### src/rtl/fetch_queue.sv
// fetch_queue: instruction-fetch stage with a small tagged FIFO.
//
// Owns the fetch PC and drives the imem address from it. The imem read data is
// combinational from that address; each push captures {instr, pc, fault} into a
// DEPTH-entry FIFO. Decode pulls entries over a valid/ready handshake. A redirect
// flushes the queue and restarts fetch at the target. A faulting fetch (misaligned
// or beyond IMEM_TOP) queues a single fault entry and halts fetch until the next
// redirect or reset.
//
// Ports:
//   i_clk          clock, all state on rising edge
//   i_rst          synchronous active-high reset
//   o_imem_addr    fetch address to imem (the fetch PC register)
//   i_imem_instr   imem read data for o_imem_addr
//   i_redirect     redirect request from execute
//   i_redirect_pc  redirect target
//   o_valid        head entry valid
//   i_ready        decode accepts the head this cycle
//   o_instr        head instruction (0 when empty)
//   o_pc           head PC (0 when empty)
//   o_fault        head entry is a fetch fault (0 when empty)
//   o_count        current occupancy, 0..DEPTH

module fetch_queue #(
    parameter logic [31:0] RESET_PC = 32'h0000_0000,
    parameter int          DEPTH    = 4,
    parameter logic [31:0] IMEM_TOP = 32'h0000_1FFF
) (
    input  logic                       i_clk,
    input  logic                       i_rst,
    output logic [31:0]                o_imem_addr,
    input  logic [31:0]                i_imem_instr,
    input  logic                       i_redirect,
    input  logic [31:0]                i_redirect_pc,
    output logic                       o_valid,
    input  logic                       i_ready,
    output logic [31:0]                o_instr,
    output logic [31:0]                o_pc,
    output logic                       o_fault,
    output logic [$clog2(DEPTH):0]     o_count
);

    localparam int            AW   = $clog2(DEPTH);
    localparam int            CW   = AW + 1;
    localparam logic [CW-1:0] FULL = CW'(DEPTH);

    // Fetch state
    logic [31:0]   fetch_pc;
    logic          halted;

    // FIFO state
    logic [CW-1:0] count;
    logic [AW-1:0] rd_ptr;
    logic [AW-1:0] wr_ptr;
    logic [31:0]   mem_instr [DEPTH];
    logic [31:0]   mem_pc    [DEPTH];
    logic          mem_fault [DEPTH];

    logic          fetch_fault;
    logic          pop;
    logic          push;
    logic [31:0]   push_instr;

    assign o_imem_addr = fetch_pc;

    assign fetch_fault = (fetch_pc[1:0] != 2'b00) || (fetch_pc > IMEM_TOP);

    // A fault entry carries no instruction bits; decode must key off o_fault.
    assign push_instr = fetch_fault ? 32'h0000_0000 : i_imem_instr;

    assign o_valid = (count != '0);
    assign pop     = o_valid & i_ready;

    // When full, a same-cycle pop frees the slot being written, so fetch keeps
    // streaming at one instruction per cycle.
    assign push = !i_rst && !i_redirect && !halted && ((count < FULL) || pop);

    // Control state: reset beats redirect, redirect beats push/pop.
    always_ff @(posedge i_clk) begin
        if (i_rst) begin
            fetch_pc <= RESET_PC;
            halted   <= 1'b0;
            count    <= '0;
            rd_ptr   <= '0;
            wr_ptr   <= '0;
        end else if (i_redirect) begin
            // Full flush; any coincident pop is absorbed by the flush.
            fetch_pc <= i_redirect_pc;
            halted   <= 1'b0;
            count    <= '0;
            rd_ptr   <= '0;
            wr_ptr   <= '0;
        end else begin
            if (push) begin
                wr_ptr <= wr_ptr + 1'b1;
                // A faulting fetch parks the PC on the bad address so the
                // imem address shows where fetch stopped.
                if (fetch_fault) begin
                    halted <= 1'b1;
                end else begin
                    fetch_pc <= fetch_pc + 32'd4;
                end
            end
            if (pop) begin
                rd_ptr <= rd_ptr + 1'b1;
            end
            count <= count + CW'(push) - CW'(pop);
        end
    end

    // Storage needs no reset: entries are only visible while count covers them.
    always_ff @(posedge i_clk) begin
        if (push) begin
            mem_instr[wr_ptr] <= push_instr;
            mem_pc[wr_ptr]    <= fetch_pc;
            mem_fault[wr_ptr] <= fetch_fault;
        end
    end

    // Head fields are forced to zero while empty so stale storage never leaks.
    always_comb begin
        o_instr = 32'h0000_0000;
        o_pc    = 32'h0000_0000;
        o_fault = 1'b0;
        if (o_valid) begin
            o_instr = mem_instr[rd_ptr];
            o_pc    = mem_pc[rd_ptr];
            o_fault = mem_fault[rd_ptr];
        end
    end

    assign o_count = count;

endmodule

### config.mk
export PLATFORM = sky130hd
export DESIGN_NAME = fetch_queue
export DESIGN_NICKNAME = d
export VERILOG_FILES = /design/src/rtl/fetch_queue.sv
export SDC_FILE = /design/constraint.sdc
export NUM_CORES = 1
export LEC_CHECK = 0
export CORE_MARGIN = 2
export CORE_UTILIZATION = 45
export CTS_BUF_LIST = sky130_fd_sc_hd__clkbuf_2
export CTS_CLUSTER_SIZE = 12
export DETAILED_ROUTE_END_ITERATION = 6
export PLACE_DENSITY = 0.67
export SYNTH_ARGS = -nofsm -noshare
export SYNTH_HDL_FRONTEND = slang
export SYNTH_SLANG_ARGS = --single-unit
export TNS_END_PERCENT = 50
### constraint.sdc
create_clock -name i_clk -period 7.2 [get_ports i_clk]
set_clock_uncertainty 0.15 [all_clocks]
set_input_delay 1.44 -clock i_clk [delete_from_list [all_inputs] [get_ports i_clk]]
set_output_delay 1.44 -clock i_clk [all_outputs]
set_load 0.02 [all_outputs]
-- Word level (Yosys, flattened, before mapping)
Memory sizes are Yosys's and may differ from the RTL's. A register that Yosys moved wholly into a read port is not among the register bits.
Cells that the tools add are included.
Widths: inputs -> output; s select.
- RAM bits: 260
- bits in read-only memories: 0
- input port bits: 68
- bits in latches: 0
- memories kept: 3
- register bits after elaboration: 40
- output and inout port bits: 101
- reductions and logical operators: 14
- multiply operators: 0
- divide/modulo/power cells: 0
- bitwise operators: 1
- order comparisons: 2
- $add $sub $neg: 5
- shift operators: 0
- equality and inequality tests: 1
- multiplexer cells: 15
- memories (name ; depth ; bits a word ; rd ports ; clocked after memory_dff ; wr ports ; line ; RTL):
    mem_instr ; 4 ; 32 ; 1 ; 1 ; 1 ; 55 ; logic [31:0] mem_instr [DEPTH];
    mem_pc ; 4 ; 32 ; 1 ; 1 ; 1 ; 56 ; logic [31:0] mem_pc [DEPTH];
    mem_fault ; 4 ; 1 ; 1 ; 1 ; 1 ; 57 ; logic mem_fault [DEPTH];
- operator list (kind ; count):
    $mux 32 ; 6
    $add 32x3->32 const B ; 1
    $gt 32x13->1 const B ; 1
    $mux 2 ; 6
    $add 2x1->2 const B ; 2
    $reduce_and 2->1 ; 2
    $reduce_bool 2->1 ; 2
    $add 3x1->3 ; 1
    $logic_and 1x1->1 ; 3
    $logic_not 1->1 ; 3
    $lt 3x3->1 const B ; 1
    $mux 1 ; 3
    $reduce_bool 3->1 ; 1
    $sub 3x1->3 ; 1
    $logic_or 1x1->1 ; 2
    $ne 2x2->1 const B ; 1
    $reduce_or 2->1 ; 1
    $and 1x1->1 ; 1

-- Depth between registers and ports, before layout
Gate-level depths: netlist (run 1).
- depth in word-level cells: 6
- mapped depth: 12

-- Worst setup path before layout (run 1)
Ideal clock, no wire load.
- path type: input -> register
- start point: in i_redirect
- end point: mem mem_fault[0] (enable)
- setup time: 430 ps
- setup slack: 2806 ps
- path buffers: 2
- data arrival time: 3814 ps
- stages on the path: 5
- cell sequence: buf_6 or2_1 buf_6 nor3_4 and2_1
- cells in the longest elaborated chain, start to end: 6
- ends and longest elaborated chain (what ; line ; RTL):
    start, declared ; 33 ; input logic i_redirect,
    $logic_not 1->1 ; 76 ; assign push = !i_rst && !i_redirect && !halted && ((count < FULL) || pop);
    $logic_and 1x1->1 (3 in a row) ; 76 ;
    $mux 1 ; 113 ; if (push) begin
    $mux 1 (implied by the code) ; 116 ; mem_fault[wr_ptr] <= fetch_fault;
    end, declared ; 57 ;
Every way passes these cells.

==> run_summary.xml, run 1 <==
<?xml version="1.0" encoding="UTF-8"?>
<metrics>
  <group name="yosys">
    <metric name="netlist.area_leader.share" unit="%">65.3</metric>
    <metric name="adder_and_majority_gate_portion_of_the_synthesized_area" unit="%">0.901</metric>
    <metric name="synth_sequential_area_ratio" unit="%">72.4</metric>
    <metric name="synth.yosys.warnings" unit="">0</metric>
    <metric name="xor_xnor_share_of_the_synthesized_area" unit="%">0.513</metric>
    <metric name="synthesis.instances" unit="">651</metric>
    <metric name="synth_top_area_cell" unit="">edfxtp_1</metric>
    <metric name="yosys_register_bits" unit="">302</metric>
    <metric name="unique_masters_post_synth" unit="">43</metric>
    <metric name="synth.mux.area_fraction" unit="%">14.0</metric>
    <metric name="synthesis.area_per_instance" unit="sq um">18.4</metric>
    <metric name="compound_gate_portion_of_the_synthesized_area" unit="%">1.63</metric>
    <metric name="ys_top_cells_by_area" unit="">edfxtp_1 65%, mux4_2 12%, dfxtp_1 7.0%, and2_1 5.5%, mux2i_1 1.8%</metric>
    <metric name="syn-cell-area" unit="sq um">11900</metric>
    <metric name="synth_simple_gate_area_share" unit="%">8.84</metric>
    <metric name="combinational_family_with_the_most_area_after_synthesis" unit="">multiplexers</metric>
    <metric name="postSynthNetCount" unit="">727</metric>
  </group>
  <group name="layout">
    <metric name="final_core_area_utilization" unit="%">56.1</metric>
    <metric name="most_frequent_standard_cell_in_the_layout_excluding_fill_and_tap_cells" unit="">edfxtp_1</metric>
    <metric name="antenna-diode-count" unit="">0</metric>
    <metric name="final_cell_mix" unit="">260 x edfxtp_1, 167 x clkdlybuf4s50_1, 111 x clkbuf_2</metric>
    <metric name="drive_above_1_share" unit="%">22.4</metric>
    <metric name="final_cells" unit="">1261</metric>
    <metric name="area_growth_syn_to_layout" unit="%">22.3</metric>
    <metric name="finalNetCount" unit="">943</metric>
  </group>
  <group name="min_path">
    <metric name="hold_wc_path_type" unit="">reg -&gt; reg</metric>
  </group>
  <group name="timing">
    <metric name="timing_hold_violations_final" unit="">0</metric>
    <metric name="final-max-slew-violation-count" unit="">0</metric>
    <metric name="fin_crit" unit="ns">5.22</metric>
    <metric name="rsz0062_at_grt" unit="">no</metric>
    <metric name="fmax" unit="GHz">0.192</metric>
    <metric name="max-slew-margin-rel" unit="%">30.3</metric>
    <metric name="share_of_the_cycle_needed_by_the_critical_path_after_routing" unit="%">72.5</metric>
    <metric name="setup_violations" unit="">0</metric>
    <metric name="worst_pin_slew" unit="ns">1.05</metric>
    <metric name="timing.setup.tns" unit="ns">0</metric>
  </group>
  <group name="clocking">
    <metric name="post_cts_resized" unit="">0</metric>
    <metric name="cts.htree.levels" unit="">3</metric>
    <metric name="clkTransAtPathRegs" unit="ns">0.10</metric>
    <metric name="cts_made_buffers" unit="">76</metric>
    <metric name="clkSinkCount" unit="">302</metric>
    <metric name="clk_path_buf_depth" unit="">3</metric>
    <metric name="post-cts-setup-buffer-count" unit="">0</metric>
    <metric name="hold_buffers" unit="">0</metric>
    <metric name="clock-root-buffer" unit="">clkbuf_2</metric>
    <metric name="clk_latency" unit="ns">0.83</metric>
    <metric name="tritoncts" unit="">built</metric>
  </group>
  <group name="routing">
    <metric name="detail-route-antenna-nets" unit="">0</metric>
    <metric name="drt_first_iter_violations" unit="">397</metric>
    <metric name="drt_wl_total" unit="mm">24.9</metric>
    <metric name="remaining_drc_errors" unit="">0</metric>
    <metric name="via_per_inst" unit="">5.26</metric>
    <metric name="dr_total_vias" unit="">6631</metric>
    <metric name="drt_pre_antenna_iters" unit="">5</metric>
    <metric name="wire_per_inst" unit="um">19.8</metric>
  </group>
  <group name="power">
    <metric name="leakage" unit="nW">4.66</metric>
    <metric name="power_density" unit="nW/um^2">232</metric>
    <metric name="maximum_vdd_drop" unit="uV">102</metric>
    <metric name="report.power.total" unit="mW">3.38</metric>
  </group>
  <group name="critical_path">
    <metric name="crit_arrival" unit="ns">3.63</metric>
    <metric name="worst_setup_start_kind" unit="">flop</metric>
    <metric name="crit_buf_inv" unit="">2</metric>
    <metric name="worstPathCellList" unit="">buf_4 &gt; mux4_2 &gt; and2_1 &gt; clkdlybuf4s50_1</metric>
    <metric name="max_stage_delay" unit="ns">0.94</metric>
    <metric name="setup.worst_path.end_class" unit="">output pin</metric>
    <metric name="critical_path_class" unit="">reg -&gt; out</metric>
    <metric name="worst-endpoint-required" unit="ns">5.61</metric>
    <metric name="critPathSlowestCell" unit="">dfxtp_4</metric>
    <metric name="crit_family" unit="">buffers and inverters</metric>
    <metric name="critPathMaxFanout" unit="">41</metric>
  </group>
  <group name="die">
    <metric name="die_width" unit="um">167</metric>
    <metric name="die_height" unit="um">167</metric>
    <metric name="die_footprint" unit="sq um">27900</metric>
    <metric name="placement_rows" unit="">59</metric>
    <metric name="coreArea" unit="sq um">26100</metric>
    <metric name="start_util" unit="%">45.8</metric>
    <metric name="floorplan.io_pins" unit="">169</metric>
  </group>
  <group name="placement">
    <metric name="port-buffer-count" unit="">168</metric>
    <metric name="place_congestion" unit="">0.788</metric>
    <metric name="dp.cells" unit="">1124</metric>
    <metric name="post-dp-hpwl" unit="mm">14.1</metric>
  </group>
  <group name="global_route">
    <metric name="grt_pass1_wl" unit="mm">39.4</metric>
    <metric name="groute.usage.overall" unit="%">18.2</metric>
    <metric name="grt_remaining_overflow" unit="">0</metric>
    <metric name="grt_start_max_net_pins" unit="">66</metric>
    <metric name="grt_antenna_before_repair" unit="">0</metric>
    <metric name="number_of_global_route_vias_before_repair" unit="">7305</metric>
  </group>
  <group name="job">
    <metric name="max-cap-violations" unit="">0</metric>
  </group>
  <group name="run_status">
    <metric name="run_status" unit="">finished, final reports clean</metric>
  </group>
</metrics>
==> worst min-delay path: stages (launching register included) <==
cell and delay [ns]:
dfxtp_1 0.33, xor2_1 0.06, nor2_1 0.11
==> path summary, 6_finish.rpt <==
path | startpoint | end | slack [ns] | depth (start not counted)
max reg2reg | o_count[0] | o_count[2] | 3.89 | 10
max | flop | o_instr[17] | 1.98 | 4
min reg2reg | rd_ptr[1] | flop | 0.37 | 2
min | rd_ptr[1] | flop | 0.37 | 2
==> cells by family (layout without fill, tap and decap cells) <==
logic type,count (synthesis),after routing
flip-flops,302,302
AND/OR/NAND/NOR,180,180
multiplexers,86,86
buffers and inverters,46,321
AO/OA/AOI/OAI,22,22
adder cells (fa/ha/maj),8,8
XOR/XNOR,7,7
==> synth_stat cells, drive strengths merged <==
cell type	count
a311oi	3
nor2	35
a2111oi	3
mux4	65
clkbuf	23
mux2i	21
nand3b	1
and4	3
a41o	1
nand2	12
or2	1
edfxtp	260
nand4	3
and2	105
a311o	1
nor2b	1
a211oi	4
o31ai	1
inv	11
fa	1
buf	12
nand3	3
xor2	1
dfxtp	42
o22ai	1
nor3	6
o21bai	2
and3	1
a31oi	3
nor4	8
a221oi	1
ha	7
a32oi	1
or3	1
xnor2	6
o21a	1
==> flip-flops by register name (all words and copies together), names as in the netlist, named ones only <==
signal       cells
halted           1
mem_fault        4
mem_pc         128
wr_ptr           2
rd_ptr           2
mem_instr      128
o_count          3
o_imem_addr     32
==> per-stage QoR <==
step,hold slack (ns),area (sq um),worst slack [ns]
CTS,0.380,14600,1.76
floorplan,0.335,11900,2.81
finish,0.374,14600,1.98
global route,0.391,14600,1.61
global placement,0.364,13900,2.72
detailed placement,0.369,13900,2.58
==> power by group <==
group,total [mW],switching [mW],internal (mW)
clock network,1.07,0.657,0.416
registers,1.97,0.0370,1.93
logic,0.343,0.168,0.175
total,3.38,0.862,2.52
==> layout make-up <==
type	instances	area [sq um]
clock buffer	111	556
clock inverter	26	115
fill	2119	11400
inverter	11	43.8
multi-input combinational	303	3110
sequential	302	8660
tap	335	419
timing repair buffer	173	1710
==> metal layers <==
| metal | GRT usage, % | wire (um) |
|---|---|---|
| met1 | 23.9 | 10800 |
| met4 | 6.71 | 467 |
| met3 | 4.82 | 1630 |
| met2 | 29.5 | 12100 |
| met5 | 0 | 0 |
(Power assumes the default switching activity.)
==> inputs of run 2 (changes only) <==
--- a/config.mk
+++ b/config.mk
@@ -10,7 +10,7 @@
 export CTS_BUF_LIST = sky130_fd_sc_hd__clkbuf_2
 export CTS_CLUSTER_SIZE = 12
 export DETAILED_ROUTE_END_ITERATION = 6
-export PLACE_DENSITY = 0.67
+export PLACE_DENSITY = 0.69
 export SYNTH_ARGS = -nofsm -noshare
 export SYNTH_HDL_FRONTEND = slang
 export SYNTH_SLANG_ARGS = --single-unit
==> constraint.sdc (replaced) <==
create_clock -name i_clk -period 4.6 [get_ports i_clk]
set_clock_uncertainty 0.15 [all_clocks]
set_input_delay 0.92 -clock i_clk [delete_from_list [all_inputs] [get_ports i_clk]]
set_output_delay 0.92 -clock i_clk [all_outputs]
set_load 0.02 [all_outputs]
==> run_summary.xml, run 2 (synthesized netlist as in run 1, its figures left out) <==
<?xml version="1.0" encoding="UTF-8"?>
<metrics>
  <group name="run_status">
    <metric name="run_status" unit="">finished, final reports clean</metric>
  </group>
  <group name="critical_path">
    <metric name="critical_path.reg2reg.startpoint" unit="">o_count[0]</metric>
    <metric name="worst-endpoint-required" unit="ns">3.53</metric>
    <metric name="critical_path_class" unit="">reg -&gt; out</metric>
    <metric name="setup.worst_path.end_class" unit="">output pin</metric>
    <metric name="critical_path.startpoint" unit="">o_count[2]</metric>
    <metric name="critPathMaxFanout" unit="">67</metric>
    <metric name="reg2reg_setup_slack" unit="ns">1.24</metric>
    <metric name="rr_endpoint" unit="">o_count[2]</metric>
    <metric name="worst_setup_start_kind" unit="">flop</metric>
    <metric name="worstRegToRegCells" unit="">9</metric>
    <metric name="crit_arrival" unit="ns">3.20</metric>
  </group>
  <group name="timing">
    <metric name="max-slew-margin-rel" unit="%">17.3</metric>
    <metric name="worst_pin_slew" unit="ns">1.24</metric>
    <metric name="share_of_the_cycle_needed_by_the_critical_path_after_routing" unit="%">92.8</metric>
    <metric name="timing.setup.tns" unit="ns">0</metric>
    <metric name="fmax" unit="GHz">0.234</metric>
    <metric name="hold_slack" unit="ns">0.379</metric>
    <metric name="final-max-slew-violation-count" unit="">0</metric>
    <metric name="setup_violations" unit="">0</metric>
    <metric name="timing_hold_violations_final" unit="">0</metric>
    <metric name="timing.final.ws_setup" unit="ns">0.333</metric>
    <metric name="rsz0062_at_grt" unit="">no</metric>
    <metric name="fin_crit" unit="ns">4.27</metric>
  </group>
  <group name="routing">
    <metric name="wire_per_inst" unit="um">19.5</metric>
    <metric name="drt_wl_total" unit="mm">24.5</metric>
    <metric name="remaining_drc_errors" unit="">0</metric>
    <metric name="drt_first_iter_violations" unit="">448</metric>
    <metric name="detail-route-antenna-nets" unit="">0</metric>
    <metric name="dr_total_vias" unit="">6553</metric>
    <metric name="via_per_inst" unit="">5.21</metric>
    <metric name="drt_pre_antenna_iters" unit="">5</metric>
  </group>
  <group name="power">
    <metric name="power_density" unit="nW/um^2">366</metric>
    <metric name="maximum_vdd_drop" unit="uV">162</metric>
    <metric name="leakage" unit="nW">4.72</metric>
  </group>
  <group name="min_path">
    <metric name="hold_wc_path_type" unit="">reg -&gt; reg</metric>
    <metric name="worst_hold_startpoint" unit="">o_imem_addr[13]</metric>
    <metric name="number_of_instances_on_the_worst_hold_path" unit="">0</metric>
    <metric name="hold_end" unit="">mem_pc[1][13]</metric>
  </group>
  <group name="clocking">
    <metric name="clk_path_buf_depth" unit="">3</metric>
    <metric name="cts_made_buffers" unit="">72</metric>
    <metric name="post-cts-setup-buffer-count" unit="">0</metric>
    <metric name="clk_latency" unit="ns">0.82</metric>
    <metric name="tritoncts" unit="">built</metric>
    <metric name="clkSinkCount" unit="">302</metric>
    <metric name="clkTransAtPathRegs" unit="ns">0.12</metric>
    <metric name="post_cts_resized" unit="">0</metric>
    <metric name="hold_buffers" unit="">0</metric>
    <metric name="clock-root-buffer" unit="">clkbuf_2</metric>
    <metric name="cts.htree.levels" unit="">3</metric>
  </group>
  <group name="global_route">
    <metric name="grt_start_max_net_pins" unit="">68</metric>
    <metric name="grt_remaining_overflow" unit="">0</metric>
    <metric name="number_of_global_route_vias_before_repair" unit="">7223</metric>
    <metric name="grt_pass1_wl" unit="mm">38.6</metric>
    <metric name="groute.usage.overall" unit="%">17.8</metric>
    <metric name="grt_antenna_before_repair" unit="">0</metric>
  </group>
  <group name="die">
    <metric name="die_width" unit="um">167</metric>
    <metric name="floorplan.io_pins" unit="">169</metric>
    <metric name="die_footprint" unit="sq um">27900</metric>
    <metric name="coreArea" unit="sq um">26100</metric>
    <metric name="start_util" unit="%">45.8</metric>
    <metric name="placement_rows" unit="">59</metric>
    <metric name="die_height" unit="um">167</metric>
  </group>
  <group name="job">
    <metric name="max-cap-violations" unit="">0</metric>
  </group>
  <group name="layout">
    <metric name="area_growth_syn_to_layout" unit="%">23.2</metric>
    <metric name="most_frequent_standard_cell_in_the_layout_excluding_fill_and_tap_cells" unit="">edfxtp_1</metric>
    <metric name="drive_above_1_share" unit="%">22.7</metric>
    <metric name="finalNetCount" unit="">947</metric>
    <metric name="antenna-diode-count" unit="">0</metric>
    <metric name="final_cell_mix" unit="">260 x edfxtp_1, 167 x clkdlybuf4s50_1, 106 x clkbuf_2</metric>
  </group>
  <group name="placement">
    <metric name="port-buffer-count" unit="">168</metric>
    <metric name="pre_cts_slack" unit="ns">0.761</metric>
    <metric name="post-dp-hpwl" unit="mm">14.7</metric>
    <metric name="place_congestion" unit="">0.746</metric>
  </group>
</metrics>
-- run 2: cell count changes in the layout (fill, tap and decap cells not counted) --
| cell | before | now |
|---|---|---|
| inv_2 | 2 | 1 |
| buf_12 | 0 | 3 |
| buf_4 | 5 | 10 |
| clkinv_1 | 18 | 12 |
| clkinvlp_4 | 4 | 1 |
| clkbuf_2 | 111 | 106 |
| bufinv_16 | 0 | 3 |
-- run 2: metrics by stage --
| step | std cells | utilization, % | instance area, sq um | power [mW] |
|---|---|---|---|---|
| after detailed placement | 1132 | 53.9 | 14000 | 3.69 |
| after global routing | 1257 | 56.5 | 14700 | 5.63 |
| after global placement | 1132 | 53.9 | 14000 | 3.67 |
| after CTS | 1257 | 56.5 | 14700 | 5.46 |
| final | 1257 | 56.5 | 14700 | 5.39 |
| after floorplan | 651 | - | 11900 | 3.41 |
-- run 2: routing by layer --
layer	part of all wire, %	global-route usage (%)
met1	43	24.0
met2	49	28.5
met3	6.4	4.25
met4	1.6	6.41
met5	0	0
-- run 2: worst max path at each step --
stage	cells past startpoint	slack [ns]	end
after floorplan	5	0.73	mem_fault[0]
after global placement	11	0.88	o_count[2]
after detailed placement	11	0.76	o_count[2]
after CTS	3	0.20	o_pc[15]
after global routing	3	0.11	o_pc[15]
final	3	0.33	o_pc[15]
-- run 2: final cells by class --
type / instances / area, sq um
clock buffer: 106 / 531
timing repair buffer: 181 / 1810
clock inverter: 19 / 156
multi-input combinational: 303 / 3110
inverter: 11 / 43.8
sequential: 302 / 8660
fill: 2028 / 11300
tap: 335 / 419
-- run 2: critical path, stage by stage (launching register included) --
cell and delay, ns:
dfxtp_1 0.42, or3_2 0.98, and2_1 0.33, clkdlybuf4s50_1 0.64
-- run 2: power breakdown --
part           leakage [nW]  internal, mW  total (mW)  switching, mW
clock network         0.514         0.779        1.76          0.986
logic                  1.70         0.276       0.543          0.267
registers              2.50          3.02        3.08         0.0546
